`src/rtl/stopwatch_bcd.sv`:
```
// mm:ss stopwatch on four BCD digits, advanced by rising edges of the slow clk_div
// square wave, which is sampled as asynchronous data in the mclk domain.
module stopwatch_bcd #(
    parameter int         SYNC_STAGES  = 2,
    parameter logic [3:0] MIN_TENS_MAX = 4'd5
) (
    input  logic       mclk,
    input  logic       rst,
    input  logic       clk_div,
    input  logic       start_stop,
    input  logic       clear,
    output logic [3:0] sec_ones,
    output logic [3:0] sec_tens,
    output logic [3:0] min_ones,
    output logic [3:0] min_tens,
    output logic       running,
    output logic       tick,
    output logic       wrap
);

    typedef enum logic [1:0] {
        IDLE  = 2'd0,
        RUN   = 2'd1,
        PAUSE = 2'd2
    } state_t;

    state_t                 state_r, state_next_s;
    logic [SYNC_STAGES-1:0] sync_r;
    logic                   prev_r;
    logic                   t_s;
    logic                   adv_s;
    logic                   zero_s;
    logic [4:0]             inc0_s, inc1_s, inc2_s, inc3_s;
    logic                   c0_s, c1_s, c2_s, c3_s;
    logic [3:0]             so_next_s, st_next_s, mo_next_s, mt_next_s;
    logic                   wrap_next_s;

    // Saturating-safe BCD step: {carry, next digit}; any value at or above max rolls to 0.
    function automatic logic [4:0] bcd_inc(input logic [3:0] d, input logic [3:0] max);
        if (d >= max) begin
            bcd_inc = {1'b1, 4'd0};
        end else begin
            bcd_inc = {1'b0, d + 4'd1};
        end
    endfunction

    assign t_s   = sync_r[SYNC_STAGES-1] & ~prev_r;
    assign adv_s = t_s & (state_r == RUN);

    // Synchroniser chain, rising-edge detector and registered tick
    always_ff @(posedge mclk) begin
        if (rst) begin
            sync_r <= {SYNC_STAGES{1'b0}};
            prev_r <= 1'b0;
            tick   <= 1'b0;
        end else begin
            sync_r <= {sync_r[SYNC_STAGES-2:0], clk_div};
            prev_r <= sync_r[SYNC_STAGES-1];
            tick   <= t_s;
        end
    end

    // Next-state logic; clear only zeroes the count outside RUN
    always_comb begin
        state_next_s = state_r;
        zero_s       = 1'b0;
        case (state_r)
            IDLE: begin
                if (clear) begin
                    state_next_s = IDLE;
                    zero_s       = 1'b1;
                end else if (start_stop) begin
                    state_next_s = RUN;
                end else begin
                    state_next_s = IDLE;
                end
            end
            RUN: begin
                if (start_stop) begin
                    state_next_s = PAUSE;
                end else begin
                    state_next_s = RUN;
                end
            end
            PAUSE: begin
                if (clear) begin
                    state_next_s = IDLE;
                    zero_s       = 1'b1;
                end else if (start_stop) begin
                    state_next_s = RUN;
                end else begin
                    state_next_s = PAUSE;
                end
            end
            default: begin
                state_next_s = IDLE;
                zero_s       = 1'b1;
            end
        endcase
    end

    // Digit carry chain: each digit steps only when every lower digit rolls over
    always_comb begin
        inc0_s      = bcd_inc(sec_ones, 4'd9);
        inc1_s      = bcd_inc(sec_tens, 4'd5);
        inc2_s      = bcd_inc(min_ones, 4'd9);
        inc3_s      = bcd_inc(min_tens, MIN_TENS_MAX);
        c0_s        = inc0_s[4];
        c1_s        = c0_s & inc1_s[4];
        c2_s        = c1_s & inc2_s[4];
        c3_s        = c2_s & inc3_s[4];
        so_next_s   = sec_ones;
        st_next_s   = sec_tens;
        mo_next_s   = min_ones;
        mt_next_s   = min_tens;
        wrap_next_s = 1'b0;
        if (zero_s) begin
            so_next_s = 4'd0;
            st_next_s = 4'd0;
            mo_next_s = 4'd0;
            mt_next_s = 4'd0;
        end else if (adv_s) begin
            so_next_s   = inc0_s[3:0];
            st_next_s   = c0_s ? inc1_s[3:0] : sec_tens;
            mo_next_s   = c1_s ? inc2_s[3:0] : min_ones;
            mt_next_s   = c2_s ? inc3_s[3:0] : min_tens;
            wrap_next_s = c3_s;
        end else begin
            wrap_next_s = 1'b0;
        end
    end

    // State, running flag, digits and wrap pulse
    always_ff @(posedge mclk) begin
        if (rst) begin
            state_r  <= IDLE;
            running  <= 1'b0;
            sec_ones <= 4'd0;
            sec_tens <= 4'd0;
            min_ones <= 4'd0;
            min_tens <= 4'd0;
            wrap     <= 1'b0;
        end else begin
            state_r  <= state_next_s;
            running  <= (state_next_s == RUN);
            sec_ones <= so_next_s;
            sec_tens <= st_next_s;
            min_ones <= mo_next_s;
            min_tens <= mt_next_s;
            wrap     <= wrap_next_s;
        end
    end

endmodule

```
`config.mk`:
```
export PLATFORM = sky130hd
export DESIGN_NAME = stopwatch_bcd
export DESIGN_NICKNAME = d
export VERILOG_FILES = /design/src/rtl/stopwatch_bcd.sv
export SDC_FILE = /design/constraint.sdc
export NUM_CORES = 1
export LEC_CHECK = 0
export ABC_CLOCK_PERIOD_IN_PS = 2100
export CORE_MARGIN = 4
export CORE_UTILIZATION = 50
export CTS_CLUSTER_SIZE = 40
export DETAILED_ROUTE_END_ITERATION = 8
export GPL_TIMING_DRIVEN = 0
export PLACE_DENSITY = 0.88
export SYNTH_ARGS = -nofsm -noshare
export SYNTH_HDL_FRONTEND = slang
export SYNTH_SLANG_ARGS = --single-unit
```
`constraint.sdc`:
```
create_clock -name mclk -period 2.1 [get_ports mclk]
set_input_delay 0.315 -clock mclk [delete_from_list [all_inputs] [get_ports mclk]]
set_output_delay 0.315 -clock mclk [all_outputs]
set_load 0.01 [all_outputs]
```
==> flow_summary.toml, run 1 <==
[cells_and_area]
final_core_utilization_pct = 64.4
diodes = 0
post_route_cells_drive_above_1_share_pct = 9.26
post_route_cell_area_um2 = 1580
syn2layout_area_growth_pct = 23.8
final_nets = 180

[synth]
synthXorXnorAreaFrac_pct = 1.37
netlist.top_cell.by_area = "dfxtp_1"
synth_enable_flop_cells = 0
yosys_warnings = 0
synth_mux_area_share_pct = 0.784
synth.avg_cell_area_um2 = 9.45
ys_seq_area_share_pct = 37.6
mappedNetlistNets = 152
synth_top_cell_area_share_pct = 37.6
post_synth_fa_ha_maj_area_fraction_pct = 11.8
yosysMostFrequentCell = "dfxtp_1"
synth_compound_area_share_pct = 18.0
simple_logic_cell_fraction_of_the_synthesized_area_pct = 24.7
synth.cell_area_um2 = 1280
postSynthRegisterBits = 24
ys_top_cells_by_area = "dfxtp_1 (38%), ha_1 (12%), a21oi_1 (5.1%), nand4_1 (3.4%), a211oi_1 (2.9%)"
synth_top_family_by_area = "simple AND/OR/NAND/NOR gates"
synth_cell_types = 41
synthesized_instance_count = 135
asyncSetResetFlopFracSynth_pct = 0
dominantRegCellSynth = "dfxtp_1"
synth.cells.most_frequent = "dfxtp_1 (24), a21oi_1 (13), ha_1 (12)"

[min_path]
min_delay_worst_endpoint = "tick$_SDFF_PP0_"
worst_hold_path_type = "register to register"
hold_path.startpoint = "prev_r$_SDFF_PP0_"
timing.hold.worst_path_depth = 1

[setup_path]
worstPathArrival_ns = 2.13
critical_path.slowest_cell = "dfxtp_1"
critPathBufInv = 3
crit_fanout = 10
timing.critical_path.slowest_cell_delay_ns = 0.43
ff2ff_path_depth = 8
worst-endpoint-required_ns = 2.34
regToRegSetupSlack_ns = 0.21
crit_path_end_kind = "register"
critical_path.startpoint_type = "register"
regToRegStartpoint = "sec_ones[1]$_SDFFE_PP0P_"
cell_by_cell_listing_of_the_critical_path = "inv_1 > ha_1 > or3b_1 > clkbuf_2 > and3_4 > buf_6 > xnor2_1 > nor3_1"
reg2reg_to = "sec_tens[0]$_SDFFE_PP0P_"
cp_top_family = "simple AND/OR/NAND/NOR gates"
worst-setup-path-type = "register to register"

[route]
firstDrtPassIters = 4
drt_first_iter_violations = 39
detail-route-antenna-nets = 0
total_via_count_in_the_routed_design = 1088
routed_wirelength_um = 2670
wire_per_inst_um = 13.9
via_per_inst = 5.67
post-route-drc-count = 0

[pwr]
cellInternalPower_uw = 585
power.clock.fraction_pct = 32.7
power.density_cell_area_nw_per_um2 = 473
combinationalPowerShare_pct = 5.2
switching_power_uw = 163
irDropWorstVdd_v = 0.000450
seqPwrFrac_pct = 62.1
power.switching_fraction_pct = 21.8
leakage_nw = 0.550

[grt]
groute.usage.overall_pct = 17.1
wire_length_of_the_first_global_routing_pass_um = 4640
grt_pass1_vias = 1107
gr-total-overflow = 0
pin_count_of_the_biggest_net_entering_global_routing = 14
antenna_found_initial = 0

[floorplan]
die_h_um = 58.5
num_io_pins = 24
fp-row-count = 18
fp.dieArea_um2 = 3420
start_util_pct = 52.0
core_area_um2 = 2450
die_width_um = 58.5

[cts]
ctsRootBufferMaster = "clkbuf_4"
postCtsSetupRepairBufs = 0
cts_num_sinks = 24
clock_path_buffers = 2
clock_tree.htree_level_count = 1
clock_latency_ns = 0.31
cts-buffers-inserted = 3
clock_tree_from_tritoncts = "yes"
cts.repair.resized = 0
hold_buffers = 0
path_clk_slew_ns = 0.13

[timing]
clock.fmax_mhz = 529
tightestPinTransition_ns = 0.510
fin_crit_sh_pct = 90.0
timing.final.hold_violations = 0
setup_viol_count_final = 0
setup_repair_after_global_routing_missed_its_margin = "no"
worst_slew_margin_rel_pct = 66.0
finalMaxSlewViolations = 0
maximum_clock_skew_at_final_layout_ns = 0.00128
timing.final.crit_period_ns = 1.89
worst_hold_slack_ns = 0.450
final.setup.tns_ns = 0

[status]
outcome = "completed"

[place]
globalplace.congestion = 0.767
hpwl_after_detailed_placement_um = 1980
placed_area_um2 = 1540
io_buffer_count = 23

[run]
cap_violations = 0
final cells by class:
class                   count  area, µm²
inverters                  10       37.5
plain buffers               5       35.0
fillers                   217        875
clock buffers               4       36.3
well taps                  30       37.5
repair buffers             23        230
flip-flops and latches     24        480
multi-input cells          96        723
worst reg2reg max path: cells and delay by family (launching register included):
family	cells	cell delay, ns
and+or+nand+nor	3	0.69
DFF	1	0.43
buffers and inverters	3	0.41
adders and majority gates	1	0.18
xor gates and xnor gates	1	0.12
routing by layer:
metal	GRT usage, %	part of all wire [%]	up-vias	wire [µm]
met5	0	0	-	0
met4	8.61	0.79	0	21
met3	2.63	3.7	2	99
met2	29.5	50	22	1330
met1	20.4	46	516	1230
li1	-	-	548	-
logic make-up (layout without fill, tap and decap cells):
| logic type | count (synthesis) | count (layout) |
|---|---|---|
| AOI/OAI and AO/OA | 34 | 34 |
| xor gates and xnor gates | 2 | 2 |
| adders and majority gates | 12 | 12 |
| buffers and inverters | 15 | 42 |
| DFF | 24 | 24 |
| muxes | 1 | 1 |
| and+or+nand+nor | 47 | 47 |
metrics by stage:
step / setup slack [ns] / instances / power, mW
global route: 0.0415 / 192 / 0.775
detailed placement: 0.165 / 188 / 0.513
floorplan: 0.347 / 135 / 0.494
CTS: 0.192 / 192 / 0.750
global placement: 0.250 / 188 / 0.511
finish: 0.210 / 192 / 0.748
how the worst max path moves through the flow:
stage / start / to / slack [ns] / cells past startpoint
after global placement: rst / sec_tens[0]$_SDFFE_PP0P_ / 0.25 / 4
final: sec_ones[1]$_SDFFE_PP0P_ / sec_tens[0]$_SDFFE_PP0P_ / 0.21 / 8
after floorplan: sec_ones[1]$_SDFFE_PP0P_ / sec_tens[0]$_SDFFE_PP0P_ / 0.35 / 8
after global routing: sec_ones[1]$_SDFFE_PP0P_ / sec_tens[0]$_SDFFE_PP0P_ / 0.04 / 8
after CTS: sec_ones[1]$_SDFFE_PP0P_ / sec_tens[0]$_SDFFE_PP0P_ / 0.19 / 8
after detailed placement: rst / sec_ones[0]$_SDFFE_PP0P_ / 0.17 / 4
power by group through the flow:
| stage | registers, mW | clock network [mW] | logic [mW] |
|---|---|---|---|
| after floorplan | 0.475 | 0 | 0.0194 |
| final | 0.464 | 0.245 | 0.0386 |
| after global routing | 0.466 | 0.266 | 0.0428 |
| after global placement | 0.474 | 0 | 0.0372 |
| after CTS | 0.464 | 0.247 | 0.0388 |
| after detailed placement | 0.474 | 0 | 0.0390 |
flip-flops by register name (all words and copies together), names as in the netlist:
name,cells
state_r,2
min_tens,4
min_ones,4
sec_tens,4
wrap,1
running,1
sync_r,2
sec_ones,4
tick,1
prev_r,1
placed cells by master (no fill, tap or decap), drive strengths merged, types with 2 or more instances in the layout:
cell           count
clkdlybuf4s50     23
nor2               6
a21oi             14
nand2b             2
inv               10
nor3               4
or3b               2
dfxtp             24
a211oi             5
nor2b              4
clkbuf             6
ha                12
nand4              7
nand2              6
o31ai              3
nor3b              2
nand3              6
a32o               2
nand3b             2
buf                3
nor4b              2
o21ai              3
Power figures use the tool's default switching activity.
==> run 2, diff against run 1 <==
--- a/config.mk
+++ b/config.mk
@@ -7,11 +7,12 @@
 export LEC_CHECK = 0
 export ABC_CLOCK_PERIOD_IN_PS = 2100
 export CORE_MARGIN = 4
-export CORE_UTILIZATION = 50
+export CORE_UTILIZATION = 40
 export CTS_CLUSTER_SIZE = 40
 export DETAILED_ROUTE_END_ITERATION = 8
 export GPL_TIMING_DRIVEN = 0
-export PLACE_DENSITY = 0.88
+export PLACE_DENSITY = 0.62
+export SETUP_SLACK_MARGIN = 0.5
 export SYNTH_ARGS = -nofsm -noshare
 export SYNTH_HDL_FRONTEND = slang
 export SYNTH_SLANG_ARGS = --single-unit
==> run 2 against run 1 <==
First-iteration DRC count grew to 2.6 times the previous value; maximum frequency increased by 8.1%; power decreased by 4.4%; combinational power is 12% higher; critical path type unchanged; register-to-register slack better by 0.14 ns; largest power group unchanged; sequential cell count stayed put; critical endpoint unchanged; global-route usage fell by 0.71 points; final cell count rose by 15%.
==> flow_summary.toml, run 2 (synthesis gave the netlist of run 1 again) <==
[floorplan]
num_io_pins = 24
start_util_pct = 41.8
core_area_um2 = 3050
die_width_um = 64.5
die_h_um = 64.5
fp-row-count = 20
fp.dieArea_um2 = 4160

[route]
post-route-drc-count = 0
total_via_count_in_the_routed_design = 1178
highest_metal_layer_with_signal_wires = "met4"
firstDrtPassIters = 4
drt_first_iter_violations = 102
routed_wirelength_um = 3200
via_per_inst = 5.33
wire_per_inst_um = 14.5
met2_wirelength_um = 1580
met3WireLength_um = 103
detail-route-antenna-nets = 0
met1_length_um = 1440

[timing]
fin_crit_sh_pct = 83.3
worst_hold_slack_ns = 0.457
setup_viol_count_final = 0
setup_repair_after_global_routing_missed_its_margin = "yes"
tightestPinTransition_ns = 0.368
worst_slew_margin_rel_pct = 75.1
final.setup.tns_ns = 0
timing.final.hold_violations = 0
clock.fmax_mhz = 572
maximum_clock_skew_at_final_layout_ns = 0.00308
finalMaxSlewViolations = 0
timing.final.crit_period_ns = 1.75

[cells_and_area]
final_nets = 195
layout.filler_cells = 278
post_route_cells_drive_above_1_share_pct = 34.5
diodes = 0
syn2layout_area_growth_pct = 48.2
commonest_cells_after_routing_fill_and_taps_aside = "dfxtp_4 (13), buf_4 (13), a21oi_1 (12), clkdlybuf4s50_1 (11), dfxtp_1 (10)"

[cts]
clock_tree.htree_level_count = 1
clock_path_buffers = 2
cts_num_sinks = 24
clock_tree_from_tritoncts = "yes"
path_clk_slew_ns = 0.13
clock_latency_ns = 0.33
cts-buffers-inserted = 3
ctsRootBufferMaster = "clkbuf_4"

[pwr]
leakage_nw = 0.812
irDropWorstVdd_v = 0.000293
power.density_cell_area_nw_per_um2 = 378

[grt]
gr-total-overflow = 0
wire_length_of_the_first_global_routing_pass_um = 5420
pin_count_of_the_biggest_net_entering_global_routing = 14
antenna_found_initial = 0
groute.usage.overall_pct = 16.4
grt_pass1_vias = 1159

[place]
globalplace.congestion = 0.800
io_buffer_count = 23
hpwl_after_detailed_placement_um = 2020

[setup_path]
worst-setup-path-type = "register to register"
crit_path_end_kind = "register"
worst-endpoint-required_ns = 2.36
regToRegSetupSlack_ns = 0.35
crit_fanout = 6
critical_path.startpoint_type = "register"
worstPathArrival_ns = 2.01

[min_path]
worst_hold_path_type = "register to register"

[run]
cap_violations = 0

[status]
outcome = "completed"
[run 2: cell types whose count changed in the layout (fill, tap and decap cells not counted), sizes merged]
cell,previous run,this run
buf,3,19
clkdlybuf4s50,23,11
dlymetal6s2s,0,8
dlygate4sd2,0,4
clkbuf,6,5
[run 2: final cells by class]
type	instances	area [µm²]	area share (%)
multi-input cells	96	806	42.6
well taps	44	55.1	2.91
inverters	10	42.5	2.25
clock buffers	4	26.3	1.39
plain buffers	5	50.0	2.65
repair buffers	38	382	20.2
flip-flops and latches	24	531	28.0
[run 2: repair_timing]
item	in CTS	in global routing
setup buffers	11	3
pin swaps	10	5
hold buffers	0	0
gates resized for setup	30	25
cloned	1	0
endpoints found under the setup margin	30	26
[run 2: where the power goes]
part           leakage (nW)  internal, mW  switching (mW)
Combinational         0.592        0.0204          0.0230
Clock                0.0150        0.0747           0.149
Sequential            0.205         0.444         0.00337
[run 2: layer usage]
| metal | global-route usage, % | vias to the layer above |
|---|---|---|
| met5 | 0 | - |
| met4 | 9.23 | 0 |
| met3 | 2.25 | 7 |
| met2 | 26.5 | 30 |
| met1 | 20.8 | 563 |
| li1 | - | 578 |
[run 2: final timing paths]
kind / to / start / depth (start not counted)
worst max-delay path: sec_tens[0]$_SDFFE_PP0P_ / sec_ones[0]$_SDFFE_PP0P_ / 8
worst min-delay path: sync_r[1]$_SDFF_PP0_ / sync_r[0]$_SDFF_PP0_ / 1
worst max register to register: sec_tens[0]$_SDFFE_PP0P_ / sec_ones[0]$_SDFFE_PP0P_ / 8
worst min register to register: sync_r[1]$_SDFF_PP0_ / sync_r[0]$_SDFF_PP0_ / 1
[run 2: worst max-delay path, stage by stage, from the launching register on]
cell and delay, ns:
dfxtp_4 0.39, inv_2 0.06, ha_2 0.15, or3b_4 0.37
buf_8 0.14, and3_4 0.21, buf_8 0.14, xnor2_1 0.11
nor3_1 0.12
[run 2: per-stage QoR]
step / total power, mW / cell area (µm²) / cells / utilization, % / setup slack [ns]
finish: 0.715 / 1890 / 221 / 62.0 / 0.351
global route: 0.746 / 1890 / 221 / 62.0 / 0.283
CTS: 0.729 / 1790 / 218 / 58.6 / 0.369
detailed placement: 0.511 / 1600 / 202 / 52.3 / 0.144
global placement: 0.509 / 1600 / 202 / 52.3 / 0.184
floorplan: 0.491 / 1310 / 135 / - / 0.453
